`src/rtl/word_packer.sv`:
```
// -----------------------------------------------------------------------------
// word_packer
// Read-domain consumer of the CDC buffer wrapper. Collects DATA_W-bit words
// arriving as single-cycle strobes and packs WORDS of them into one wide word.
// The packed word is offered downstream over a valid/ready handshake. The input
// side cannot be stalled, so a group that completes while the output register
// is blocked is dropped and flagged on a sticky overflow.
//
// Ports
//   clk         read-domain clock, rising edge
//   rst         asynchronous reset, active-low
//   in_valid    word strobe (wrapper data_2_valid)
//   in_data     input word (wrapper data_2)
//   flush       emit the partial group now
//   pack_ready  downstream accepts pack_data
//   pack_valid  pack_data/pack_len hold a packed word
//   pack_data   packed word, word 0 in bits [DATA_W-1:0]
//   pack_len    number of valid words in pack_data (1..WORDS)
//   fill_count  words currently held in the accumulator
//   overflow    sticky: a completed group was dropped
// -----------------------------------------------------------------------------
module word_packer #(
   parameter int DATA_W = 16,
   parameter int WORDS  = 4,
   parameter int LEN_W  = 3
) (
   input  logic                    clk,
   input  logic                    rst,
   input  logic                    in_valid,
   input  logic [DATA_W-1:0]       in_data,
   input  logic                    flush,
   input  logic                    pack_ready,
   output logic                    pack_valid,
   output logic [DATA_W*WORDS-1:0] pack_data,
   output logic [LEN_W-1:0]        pack_len,
   output logic [LEN_W-1:0]        fill_count,
   output logic                    overflow
);

   typedef enum logic {EMPTY = 1'b0, FULL = 1'b1} state_t;

   state_t                         state_q;
   logic [WORDS-1:0][DATA_W-1:0]   acc_q;
   logic [WORDS-1:0][DATA_W-1:0]   acc_d;
   logic [LEN_W-1:0]               fill_q;
   logic [LEN_W-1:0]               cnt_d;
   logic [DATA_W*WORDS-1:0]        pack_data_q;
   logic [LEN_W-1:0]               pack_len_q;
   logic                           overflow_q;
   logic                           complete;
   logic                           blocked;

   // Accumulator contents and word count as they stand once this edge's word
   // (if any) is included. Slices above the count are always zero because the
   // accumulator is cleared on every completion and filled strictly in order.
   always_comb begin
      acc_d = acc_q;
      for (int k = 0; k < WORDS; k++) begin
         if (in_valid && (fill_q == LEN_W'(k))) begin
            acc_d[k] = in_data;
         end
      end
      cnt_d    = fill_q + {{(LEN_W-1){1'b0}}, in_valid};
      // A word filling the last slice completes the group even if flush is
      // also high; flush alone completes only a non-empty group.
      complete = (in_valid && (fill_q == LEN_W'(WORDS-1))) ||
                 (flush && (cnt_d != '0));
      blocked  = (state_q == FULL) && !pack_ready;
   end

   always_ff @(posedge clk or negedge rst) begin
      if (!rst) begin
         state_q     <= EMPTY;
         acc_q       <= '0;
         fill_q      <= '0;
         pack_data_q <= '0;
         pack_len_q  <= '0;
         overflow_q  <= 1'b0;
      end else begin
         if (complete) begin
            fill_q <= '0;
            acc_q  <= '0;
            if (blocked) begin
               // Output still holds an unaccepted word: drop the new group.
               overflow_q <= 1'b1;
            end else begin
               // Covers both EMPTY->FULL and a back-to-back FULL reload.
               state_q     <= FULL;
               pack_data_q <= acc_d;
               pack_len_q  <= cnt_d;
            end
         end else begin
            fill_q <= cnt_d;
            acc_q  <= acc_d;
            if ((state_q == FULL) && pack_ready) begin
               state_q <= EMPTY;
            end
         end
      end
   end

   assign pack_valid = (state_q == FULL);
   assign pack_data  = pack_data_q;
   assign pack_len   = pack_len_q;
   assign fill_count = fill_q;
   assign overflow   = overflow_q;

endmodule

```
`config.mk`:
```
export PLATFORM = sky130hd
export DESIGN_NAME = word_packer
export DESIGN_NICKNAME = d
export VERILOG_FILES = /design/src/rtl/word_packer.sv
export SDC_FILE = /design/constraint.sdc
export NUM_CORES = 1
export LEC_CHECK = 0
export ABC_AREA = 1
export CAP_MARGIN = 0
export CELL_PAD_IN_SITES_DETAIL_PLACEMENT = 1
export CELL_PAD_IN_SITES_GLOBAL_PLACEMENT = 2
export CORE_ASPECT_RATIO = 1.5
export CORE_UTILIZATION = 32
export CTS_CLUSTER_SIZE = 12
export DETAILED_ROUTE_END_ITERATION = 8
export PLACE_DENSITY_LB_ADDON = 0.2
export SLEW_MARGIN = 10
export SYNTH_ARGS = -nofsm -noshare
export SYNTH_HDL_FRONTEND = slang
export SYNTH_SLANG_ARGS = --single-unit
```
`constraint.sdc`:
```
create_clock -name clk -period 2.34 [get_ports clk]
set_input_delay 0.468 -clock clk [delete_from_list [all_inputs] [get_ports clk]]
set_output_delay 0.468 -clock clk [all_outputs]
set_load 0.02 [all_outputs]
```
# Word-level counts from Yosys, hierarchy flattened
# Index checks and enable logic that the tools add are counted.
dict set report op_classes {
  shifts 0
  n_addsub 1
  n_reduce_logical 15
  muxes 9
  n_bitwise 1
  multipliers 0
  order_cmp 0
  n_eq_ne 4
  n_div 0
}
# op count
set op_table {}
lappend op_table {{$mux 16} 4}
lappend op_table {{$mux 64} 1}
lappend op_table {{$logic_and 1x1->1} 7}
lappend op_table {{$eq 3x2->1 const B} 2}
lappend op_table {{$reduce_and 2->1} 3}
lappend op_table {{$add 3x1->3} 1}
lappend op_table {{$eq 3x1->1 const B} 1}
lappend op_table {{$logic_not 3->1} 1}
lappend op_table {{$mux 1} 3}
lappend op_table {{$mux 3} 1}
lappend op_table {{$reduce_bool 3->1} 1}
lappend op_table {{$ne 2x2->1 const B} 1}
lappend op_table {{$reduce_bool 2->1} 1}
lappend op_table {{$logic_not 1->1} 1}
lappend op_table {{$logic_or 1x1->1} 1}
lappend op_table {{$not 1->1} 1}
dict set report totals {
  mem_count 0
  mem_bits_ro 0
  input_bits 21
  out_inout_bits 72
  wordCells 39
  ramBits 0
  latch_bits 0
  regBits 136
}

# Logic depth before layout (Yosys ltp)
# Gate-level depths: netlist of the first run.
dict set report depth {
  ltp_word 6
  depth_mapped 12
  mapped_depth_nobuf 10
}

# Worst setup path after synthesis of the first run
# Ideal clock, no wire load.
dict set report synth_timing {
  path_type {register -> register}
  startpoint {register fill_q[0] (netlist: fill_count[0])}
  endpoint {register state_q (netlist: pack_valid)}
  path_stages_with_launch 11
  period_less_slack_ns 1.863
  path_slack_ns 0.477
  t_arrival_ns 1.733
  t_required_ns 2.210
  setup_ns 0.130
  path_buffers 2
  cell_sequence {dfrtp_1 -> ha_1 -> ha_1 -> nor2_1 -> nand3_1 -> nand2_1 -> nand2_2 -> nand2_2 -> buf_4 -> buf_6 -> nand2_1}
}
dict set report synth_via {
  elab_chain_len 6
  elab_cells_between_ends 10
  cone_classes {add/sub (1); eq/ne (2); mux (1); reduce/logical (6)}
}
# element line_no
set synth_rtl {}
lappend synth_rtl {{from (decl)} 45} ;# logic [LEN_W-1:0] fill_q;
lappend synth_rtl {{from (signal assigned)} 93} ;# fill_q <= cnt_d;
lappend synth_rtl {{$add 3x1->3 (*)} 63} ;# cnt_d = fill_q + {{(LEN_W-1){1'b0}}, in_valid};
lappend synth_rtl {{named net cnt_d[1]} 46} ;# logic [LEN_W-1:0] cnt_d;
lappend synth_rtl {{$reduce_bool 3->1 (*)} 67} ;# (flush && (cnt_d != '0));
lappend synth_rtl {{$logic_and 1x1->1 (*)} 67}
lappend synth_rtl {{$logic_or 1x1->1 (*)} 66} ;# complete = (in_valid && (fill_q == LEN_W'(WORDS-1))) ||
lappend synth_rtl {{$ne 2x2->1 (no line) / $reduce_bool 2->1 (equally long branches)} --}
lappend synth_rtl {{$reduce_and 2->1 (no line)} --}
lappend synth_rtl {{to (signal assigned)} 73} ;# state_q <= EMPTY;
lappend synth_rtl {{to (signal assigned)} 88} ;# state_q <= FULL;
lappend synth_rtl {{to (signal assigned)} 96} ;# state_q <= EMPTY;
lappend synth_rtl {{to (decl)} 42} ;# state_t state_q;
# Mark *: on every way through the listed nets, which the timed path passes. The rest lies on a longest branch.
# A chain may end at the register's enable or synchronous reset.

# Final worst setup path of the first run
dict set report layout_timing {
  startpoint {register fill_q[2] (netlist: fill_count[2])}
  endpoint {output fill_count[2]}
}
# element line_no
set layout_lines {}
lappend layout_lines {{to (decl)} 36} ;# output logic [LEN_W-1:0] fill_count,
# No word-level cell between the ends.

==> results of run 1 <==
power breakdown:
| part | internal [mW] | total (mW) | leakage [nW] | switching [mW] |
|---|---|---|---|---|
| sequential | 3.23 | 3.66 | 1.84 | 0.429 |
| clock | 1.49 | 2.45 | 0.252 | 0.958 |
| combinational | 1.88 | 4.83 | 1.80 | 2.95 |
per-stage QoR:
stage	hold slack (ps)	cells
detailed placement	449.8	959
global route	495.7	988
floorplan	172.4	671
CTS	473.7	988
finish	469.2	988
global placement	433.0	959
synthesized netlist by cell type (all sizes together):
cell / instances / area (sq um)
buf: 30 / 162.7
a21oi: 64 / 320.3
nand3: 133 / 665.6
inv: 9 / 33.79
clkbuf: 14 / 52.55
nand2: 274 / 1036
a21o: 1 / 7.510
ha: 2 / 25.02
clkinv: 1 / 3.750
nor2: 7 / 38.78
dfrtp: 136 / 3403
per-layer routing:
metal / up-vias / wire [um]
li1: 2369 / -
met1: 2415 / 7630
met2: 122 / 8526
met3: 38 / 773
met4: 0 / 597
met5: - / 0
logic make-up after synthesis:
family / share of synthesized area, %
AO/OA/AOI/OAI: 5.702
buffers and inverters: 4.396
flip-flops: 59.19
adder cells (fa/ha/maj): 0.4352
AND/OR/NAND/NOR: 30.27
final timing paths:
path | to | cells past startpoint
worst max-delay path | fill_count[2] | 1
worst min-delay path | pack_data[50]$_DFFE_PN0P_ | 2
worst max register to register | pack_data[23]$_DFFE_PN0P_ | 10
worst min register to register | pack_data[50]$_DFFE_PN0P_ | 2
max in group asynchronous | pack_valid$_DFFE_PN0P_ | 3
min in group asynchronous | pack_data[42]$_DFFE_PN0P_ | 2
registers in the layout, indices dropped and copies added (netlist names):
name / count
fill_count: 3
acc_q: 64
pack_data: 64
pack_valid: 1
pack_len: 3
overflow: 1
area by class of cell:
| type | instances | share of cell area, % |
|---|---|---|
| flip-flops and latches | 136 | 45.24 |
| clock buffers | 24 | 6.271 |
| repair buffers | 120 | 15.92 |
| well taps | 213 | 3.543 |
| inverters | 10 | 0.4990 |
| multi-input cells | 481 | 27.89 |
| clock inverters | 4 | 0.6321 |
repair_timing:
item                                   4_1_cts  5_1_grt
setup buffers                                0        0
endpoints found under the hold margin       43        0
hold buffers                                 1        0
resized for setup                            0        0
==> flow_metrics.py, run 1 <==
metrics = {
    "place": {
        "gp_congestion": 0.7908,
        "port_buffers": 92,
        "placed_area_sq_um": 6993,
        "preCtsSetupSlack_ps": -87.01,
        "hpwl_mm": 12.08,
    },
    "sta": {
        "fin_crit_sh_pct": 87.97,
        "setup_tns_ps": 0,
        "period_minus_slack_ps": 2058,
        "finalWorstSetupSlack_ps": 281.5,
        "maxSlewViolCount": 0,
        "final-hold-violation-count": 0,
        "max_clock_freq_mhz": 485.8,
        "worst_slew_margin_rel_pct": 63.63,
        "setup_viol": 0,
        "tightest_slew_ps": 544.3,
        "fin_worst_skew_ps": 5.501,
        "rsz0062_at_grt": "false",
    },
    "global_route": {
        "grt_max_degree": 73,
        "gr-usage-met1_pct": 26.80,
        "grt_pass1_vias": 5411,
        "gr-total-overflow": 0,
        "grt_pass1_wl_mm": 29.25,
        "antenna_found_initial": 0,
        "grt_usage_pct": 20.53,
        "grt_use_met3_pct": 4.307,
        "use_met2_pct": 32.12,
        "top_usage_layer": "met2",
    },
    "yosys": {
        "syn_nets": 694,
        "synth_seq_cells": 136,
        "yosys_warnings": 0,
        "syn_area_sq_um": 5749,
        "syn_area_per_cell_sq_um": 8.568,
        "synth.distinct_cells": 18,
        "ys_seq_area_share_pct": 59.19,
        "netlist_instances": 671,
    },
    "layout": {
        "nFillCells": 2044,
        "layout_commonest_cell": "nand2_1",
        "antennaDiodeCount": 0,
        "seqCellArea_sq_um": 3403,
        "synthToLayoutAreaGrowth_pct": 30.84,
        "final_util_pct": 43.00,
        "drive_above_1_share_pct": 7.742,
        "mostFrequentLayoutCells": "271 x nand2_1, 136 x dfrtp_1, 133 x nand3_1",
        "fin_nets": 789,
        "multi_input_area_sq_um": 2098,
        "design_area_sq_um": 7522,
    },
    "routing": {
        "drt_wl_total_mm": 17.53,
        "avgRoutedWirePerCell_um": 17.74,
        "dr.pass1.iters": 6,
        "ant_nets": 0,
        "avgViaCountPerCell": 5.004,
        "drtIter0Drc": 238,
        "vias": 4944,
        "drcViolationCount": 17,
    },
    "setup_path": {
        "slowest_delay_ps": 680,
        "path_cells": "clkdlybuf4s50_1",
        "criticalPathCategory": "register to primary output",
        "cp-end-kind": "primary output",
        "crit_arrival_ps": 1590,
        "crit_fanout": 5,
        "worst-path-buf-inv": 1,
        "critPathLaunchType": "register",
        "reg2reg_slack_ps": 420,
        "cp.required_ps": 1870,
        "r2r_start": "fill_count[0]$_DFF_PN0_",
        "cp-startpoint": "fill_count[2]$_DFF_PN0_",
        "critPathSlowestCell": "clkdlybuf4s50_1",
        "crit_family": "buffers and inverters",
    },
    "clock_tree": {
        "clk_path_buf_depth": 2,
        "cts_buffers": 17,
        "clk_latency_ps": 420,
        "cts-root-buf": "clkbuf_16",
        "clk_pin_slew_ps": 60,
        "cts_tree": "built",
        "cts.sinks": 136,
        "h-tree-depth": 4,
    },
    "die": {
        "initial_utilization_pct": 32.86,
        "coreArea_sq_um": 17500,
        "die_area_sq_um": 18520,
        "io_pins": 93,
        "die_w_um": 111.4,
        "dieHeight_um": 166.2,
        "core.rowCount": 59,
    },
    "min_path": {
        "worst_hold_startpoint": "pack_data[50]$_DFFE_PN0P_",
        "hold_class": "register to register",
    },
    "run": {
        "max_cap_violations": 0,
    },
    "power_and_ir_drop": {
        "leakage_nw": 3.892,
        "power_density_nw_per_um2": 1455,
        "power.total_mw": 10.94,
        "peakVddDrop_mv": 0.5721,
    },
    "status": {
        "status": "finished, violations left",
        "violations": "DRC",
    },
}
Note: power is estimated with default switching activity, not from simulation.
==> inputs of run 2 (changes only) <==
- CORE_UTILIZATION: 32 -> 30
==> flow_metrics.py, run 2 (synthesis gave the netlist of run 1 again) <==
metrics = {
    "status": {
        "status": "completed",
    },
    "setup_path": {
        "crit_arrival_ps": 2420,
        "crit_fanout": 88,
        "criticalPathCategory": "primary input to register",
        "cp-end-kind": "register",
        "reg2reg_slack_ps": 340,
        "cp.required_ps": 2680,
        "critPathLaunchType": "primary input",
        "r2r-end": "pack_data[44]$_DFFE_PN0P_",
        "cp-startpoint": "in_valid",
        "r2r_start": "fill_count[0]$_DFF_PN0_",
        "setup.worst_path.end": "pack_data[44]$_DFFE_PN0P_",
        "rr_worst_depth": 9,
    },
    "global_route": {
        "grt_usage_pct": 19.03,
        "antenna_found_initial": 0,
        "grt_max_degree": 89,
        "gr-total-overflow": 0,
        "grt_pass1_wl_mm": 28.46,
        "grt_pass1_vias": 5239,
    },
    "sta": {
        "fin_crit_sh_pct": 88.87,
        "final-hold-violation-count": 0,
        "worst_slew_margin_rel_pct": 67.76,
        "maxSlewViolCount": 0,
        "max_clock_freq_mhz": 480.9,
        "whs_ps": 471.6,
        "fin_worst_skew_ps": 12.47,
        "period_minus_slack_ps": 2080,
        "tightest_slew_ps": 482.0,
        "setup_viol": 0,
        "rsz0062_at_grt": "false",
    },
    "clock_tree": {
        "cts-root-buf": "clkbuf_16",
        "cts_buffers": 17,
        "h-tree-depth": 4,
        "cts.sinks": 136,
        "postCtsSetupRepairBufs": 0,
        "clk_latency_ps": 420,
        "clk_path_buf_depth": 2,
        "cts_tree": "built",
        "clk_pin_slew_ps": 60,
    },
    "power_and_ir_drop": {
        "leakage_nw": 3.962,
        "power.total_mw": 11.40,
        "power_density_nw_per_um2": 1476,
        "seqPwrFrac_pct": 32.2,
        "peakVddDrop_mv": 0.5552,
        "internal_power_mw": 6.969,
        "switching_power_mw": 4.426,
        "switching_share_pct": 38.84,
        "power.share.combinational_pct": 42.3,
        "power_frac_clock_pct": 25.5,
    },
    "routing": {
        "drcViolationCount": 0,
        "dr.pass1.iters": 4,
        "drtIter0Drc": 194,
        "avgViaCountPerCell": 4.782,
        "drt_wl_total_mm": 17.34,
        "ant_nets": 0,
        "vias": 4935,
        "avgRoutedWirePerCell_um": 16.80,
    },
    "min_path": {
        "holdPathStages": 2,
        "hold_class": "register to register",
    },
    "place": {
        "placed_area_sq_um": 7074,
        "port_buffers": 92,
        "gp_congestion": 0.8001,
        "hpwl_mm": 11.70,
    },
    "layout": {
        "synthToLayoutAreaGrowth_pct": 34.28,
        "layout_commonest_cell": "nand2_1",
        "drive_above_1_share_pct": 8.846,
        "design_area_sq_um": 7720,
        "mostFrequentLayoutCells": "271 x nand2_1, 136 x dfrtp_1, 133 x nand3_1",
        "antennaDiodeCount": 0,
        "fin_nets": 790,
        "final_util_pct": 41.45,
        "nFillCells": 2198,
    },
    "die": {
        "core.rowCount": 61,
        "coreArea_sq_um": 18620,
        "die_area_sq_um": 19730,
        "dieHeight_um": 171.5,
        "die_w_um": 115.0,
        "io_pins": 93,
        "initial_utilization_pct": 30.87,
    },
    "run": {
        "max_cap_violations": 0,
    },
}
run 2: layout make-up:
cell class                 instances  area, sq um  share of cell area [%]
inverter                          10        37.54                  0.4862
sequential                       136         3403                   44.08
multi-input combinational        481         2098                   27.18
clock buffer                      19        442.9                   5.737
clock inverter                    13        192.7                   2.496
tap                              252        315.3                   4.084
timing repair buffer             121         1230                   15.93
run 2: stage by stage:
stage | TNS (ps) | setup slack [ps] | cells
2_1_floorplan | 0 | 477.4 | 671
3_3_place_gp | -627.2 | -101.7 | 999
3_5_place_dp | -3862 | -159.2 | 999
4_1_cts | 0 | 261.1 | 1032
5_1_grt | 0 | 167.9 | 1032
6_report | 0 | 260.4 | 1032
run 2: power groups by stage:
| stage | combinational [mW] | clock (mW) | sequential [mW] |
|---|---|---|---|
| after floorplan | 2.11 | 0 | 4.31 |
| after global placement | 4.79 | 0 | 3.67 |
| after detailed placement | 4.89 | 0 | 3.71 |
| after CTS | 4.91 | 2.97 | 3.68 |
| after global routing | 5.33 | 3.06 | 3.78 |
| final | 4.82 | 2.90 | 3.67 |
run 2: worst min path at each step:
stage	start	slack, ps	end
finish	pack_data[0]$_DFFE_PN0P_	470	pack_data[0]$_DFFE_PN0P_
global route	pack_data[23]$_DFFE_PN0P_	500	pack_data[23]$_DFFE_PN0P_
CTS	pack_data[48]$_DFFE_PN0P_	480	pack_data[48]$_DFFE_PN0P_
detailed placement	rst	440	pack_data[37]$_DFFE_PN0P_
global placement	rst	430	pack_data[41]$_DFFE_PN0P_
floorplan	rst	170	acc_q[0]$_DFF_PN0_
run 2: critical path, cell delays in order:
cell and delay, ps:
clkdlybuf4s50_1 440, ha_1 220, ha_1 300, nor2_1 50
nand3_1 80, nand2_1 100, nand2_4 110, buf_12 330
nand3_1 190, nand2_1 110
run 2: routing by layer:
layer / GRT usage [%] / up-vias / part of all wire [%]
met1: 25.98 / 2447 / 47
met4: 4.574 / 0 / 0.73
met2: 31.51 / 99 / 49
met5: 0 / - / 0
li1: - / 2382 / -
met3: 2.995 / 7 / 3.0
run 2: what timing repair did:
action                                  4_1_cts  5_1_grt
hold buffers                                  1        0
gates resized for setup                       0        0
endpoints found under the setup margin        0        0
hold endpoints to repair                      7        0
==> inputs of run 3 (changes only) <==
- CORE_MARGIN: not set -> 3
- CTS_CLUSTER_DIAMETER: not set -> 150
==> flow_metrics.py, run 3 (synthesis gave the netlist of run 1 again) <==
metrics = {
    "clock_tree": {
        "hold_buffers": 1,
        "clk_path_buf_depth": 2,
        "cts-root-buf": "clkbuf_16",
        "clk_latency_ps": 420,
        "cts.sinks": 136,
        "postCtsResizedCells": 0,
        "cts_tree": "built",
        "cts_buffers": 17,
        "clk_pin_slew_ps": 60,
        "h-tree-depth": 4,
        "postCtsSetupRepairBufs": 0,
    },
    "place": {
        "port_buffers": 92,
        "preCtsSetupSlack_ps": -214.7,
        "dpl.cell_count": 992,
        "gp_congestion": 0.8132,
        "placed_area_sq_um": 7009,
        "hpwl_mm": 11.88,
    },
    "power_and_ir_drop": {
        "peakVddDrop_mv": 0.7935,
        "power_density_nw_per_um2": 1462,
        "leakage_nw": 3.911,
    },
    "sta": {
        "fin_crit_sh_pct": 90.24,
        "period_minus_slack_ps": 2112,
        "final-hold-violation-count": 0,
        "maxSlewViolCount": 0,
        "max_clock_freq_mhz": 473.6,
        "rsz0062_at_grt": "false",
        "tightest_slew_ps": 527.1,
        "fin_worst_skew_ps": 7.357,
        "finalWorstSetupSlack_ps": 228.5,
        "setup_tns_ps": 0,
        "worst_slew_margin_rel_pct": 64.77,
        "setup_viol": 0,
    },
    "routing": {
        "avgViaCountPerCell": 4.813,
        "drt_wl_total_mm": 17.53,
        "drtIter0Drc": 217,
        "dr.pass1.iters": 4,
        "drcViolationCount": 0,
        "avgRoutedWirePerCell_um": 17.10,
        "vias": 4933,
        "ant_nets": 0,
    },
    "layout": {
        "instances_no_fill": 1025,
        "synthToLayoutAreaGrowth_pct": 32.34,
        "antennaDiodeCount": 0,
        "nFillCells": 2186,
        "design_area_sq_um": 7609,
        "seqCellArea_sq_um": 3403,
        "fin_nets": 783,
        "layout_commonest_cell": "nand2_1",
        "multi_input_area_sq_um": 2098,
        "mostFrequentLayoutCells": "271 x nand2_1, 136 x dfrtp_1, 133 x nand3_1",
        "drive_above_1_share_pct": 7.762,
    },
    "setup_path": {
        "crit_arrival_ps": 2470,
        "rr_worst_depth": 9,
        "cp.required_ps": 2700,
        "critPathLaunchType": "primary input",
        "crit_fanout": 96,
        "cp-end-kind": "register",
        "criticalPathCategory": "primary input to register",
    },
    "die": {
        "io_pins": 93,
        "coreArea_sq_um": 18700,
        "core.rowCount": 61,
        "initial_utilization_pct": 30.75,
        "dieHeight_um": 175.5,
        "die_area_sq_um": 20900,
        "die_w_um": 119.0,
    },
    "global_route": {
        "gr-total-overflow": 0,
        "grt_pass1_vias": 5444,
        "antenna_found_initial": 0,
        "grt_pass1_wl_mm": 28.88,
        "grt_max_degree": 97,
        "grt_usage_pct": 17.56,
    },
    "min_path": {
        "holdPathStages": 1,
        "hold_class": "register to register",
    },
    "status": {
        "status": "completed",
    },
    "run": {
        "max_cap_violations": 0,
    },
}
-- run 3: changes by cell type in the layout (fill, tap and decap cells not counted) --
cell,before,now
clkinv_2,1,7
clkinvlp_4,2,0
buf_4,21,15
bufinv_16,4,3
clkinv_4,2,0
clkbuf_8,1,2
inv_6,4,0
buf_12,7,6
clkbuf_1,1,3
-- run 3: path summary, 6_finish.rpt --
kind                                        endpoint               startpoint  slack, ps
setup / recovery           pack_data[46]$_DFFE_PN0P_                 in_valid        230
hold / removal                  overflow$_DFFE_PN0P_     overflow$_DFFE_PN0P_        470
min in group asynchronous  pack_data[46]$_DFFE_PN0P_                      rst        560
setup reg to reg           pack_data[46]$_DFFE_PN0P_  fill_count[0]$_DFF_PN0_        300
max in group asynchronous   pack_data[9]$_DFFE_PN0P_                      rst       1110
hold reg to reg                 overflow$_DFFE_PN0P_     overflow$_DFFE_PN0P_        470
-- run 3: layer usage --
layer  wire, um  GRT usage [%]  share of wire (%)
met4        362          6.138                2.1
met5          0              0                  0
met3        698          4.671                4.0
met2       8583          29.16                 49
met1       7885          22.07                 45
-- run 3: stage by stage --
step	hold WS, ps	power, mW	utilization (%)
2_1_floorplan	172.4	6.425	-
3_3_place_gp	422.7	8.375	37.48
3_5_place_dp	432.8	8.527	37.48
4_1_cts	468.6	11.30	40.69
5_1_grt	495.2	11.93	40.69
6_report	467.0	11.12	40.69
-- run 3: critical path: stages --
cell	delay, ps
clkdlybuf4s50_1	430
ha_1	220
ha_1	300
nor2_1	60
nand3_1	70
nand2_1	100
nand2_4	140
buf_12	330
nand3_1	160
nand2_1	110
-- run 3: layout make-up --
class / count / area share, %
Timing Repair Buffer: 114 / 15.31
Clock inverter: 10 / 1.644
Tap cell: 252 / 4.144
Inverter: 10 / 0.4933
Clock buffer: 22 / 6.101
Multi-Input combinational cell: 481 / 27.58
Sequential cell: 136 / 44.73
-- run 3: report_power, final --
| group | internal [mW] | switching (mW) |
|---|---|---|
| sequential | 3.23 | 0.418 |
| clock | 1.72 | 0.996 |
| combinational | 1.82 | 2.94 |
| total | 6.77 | 4.35 |
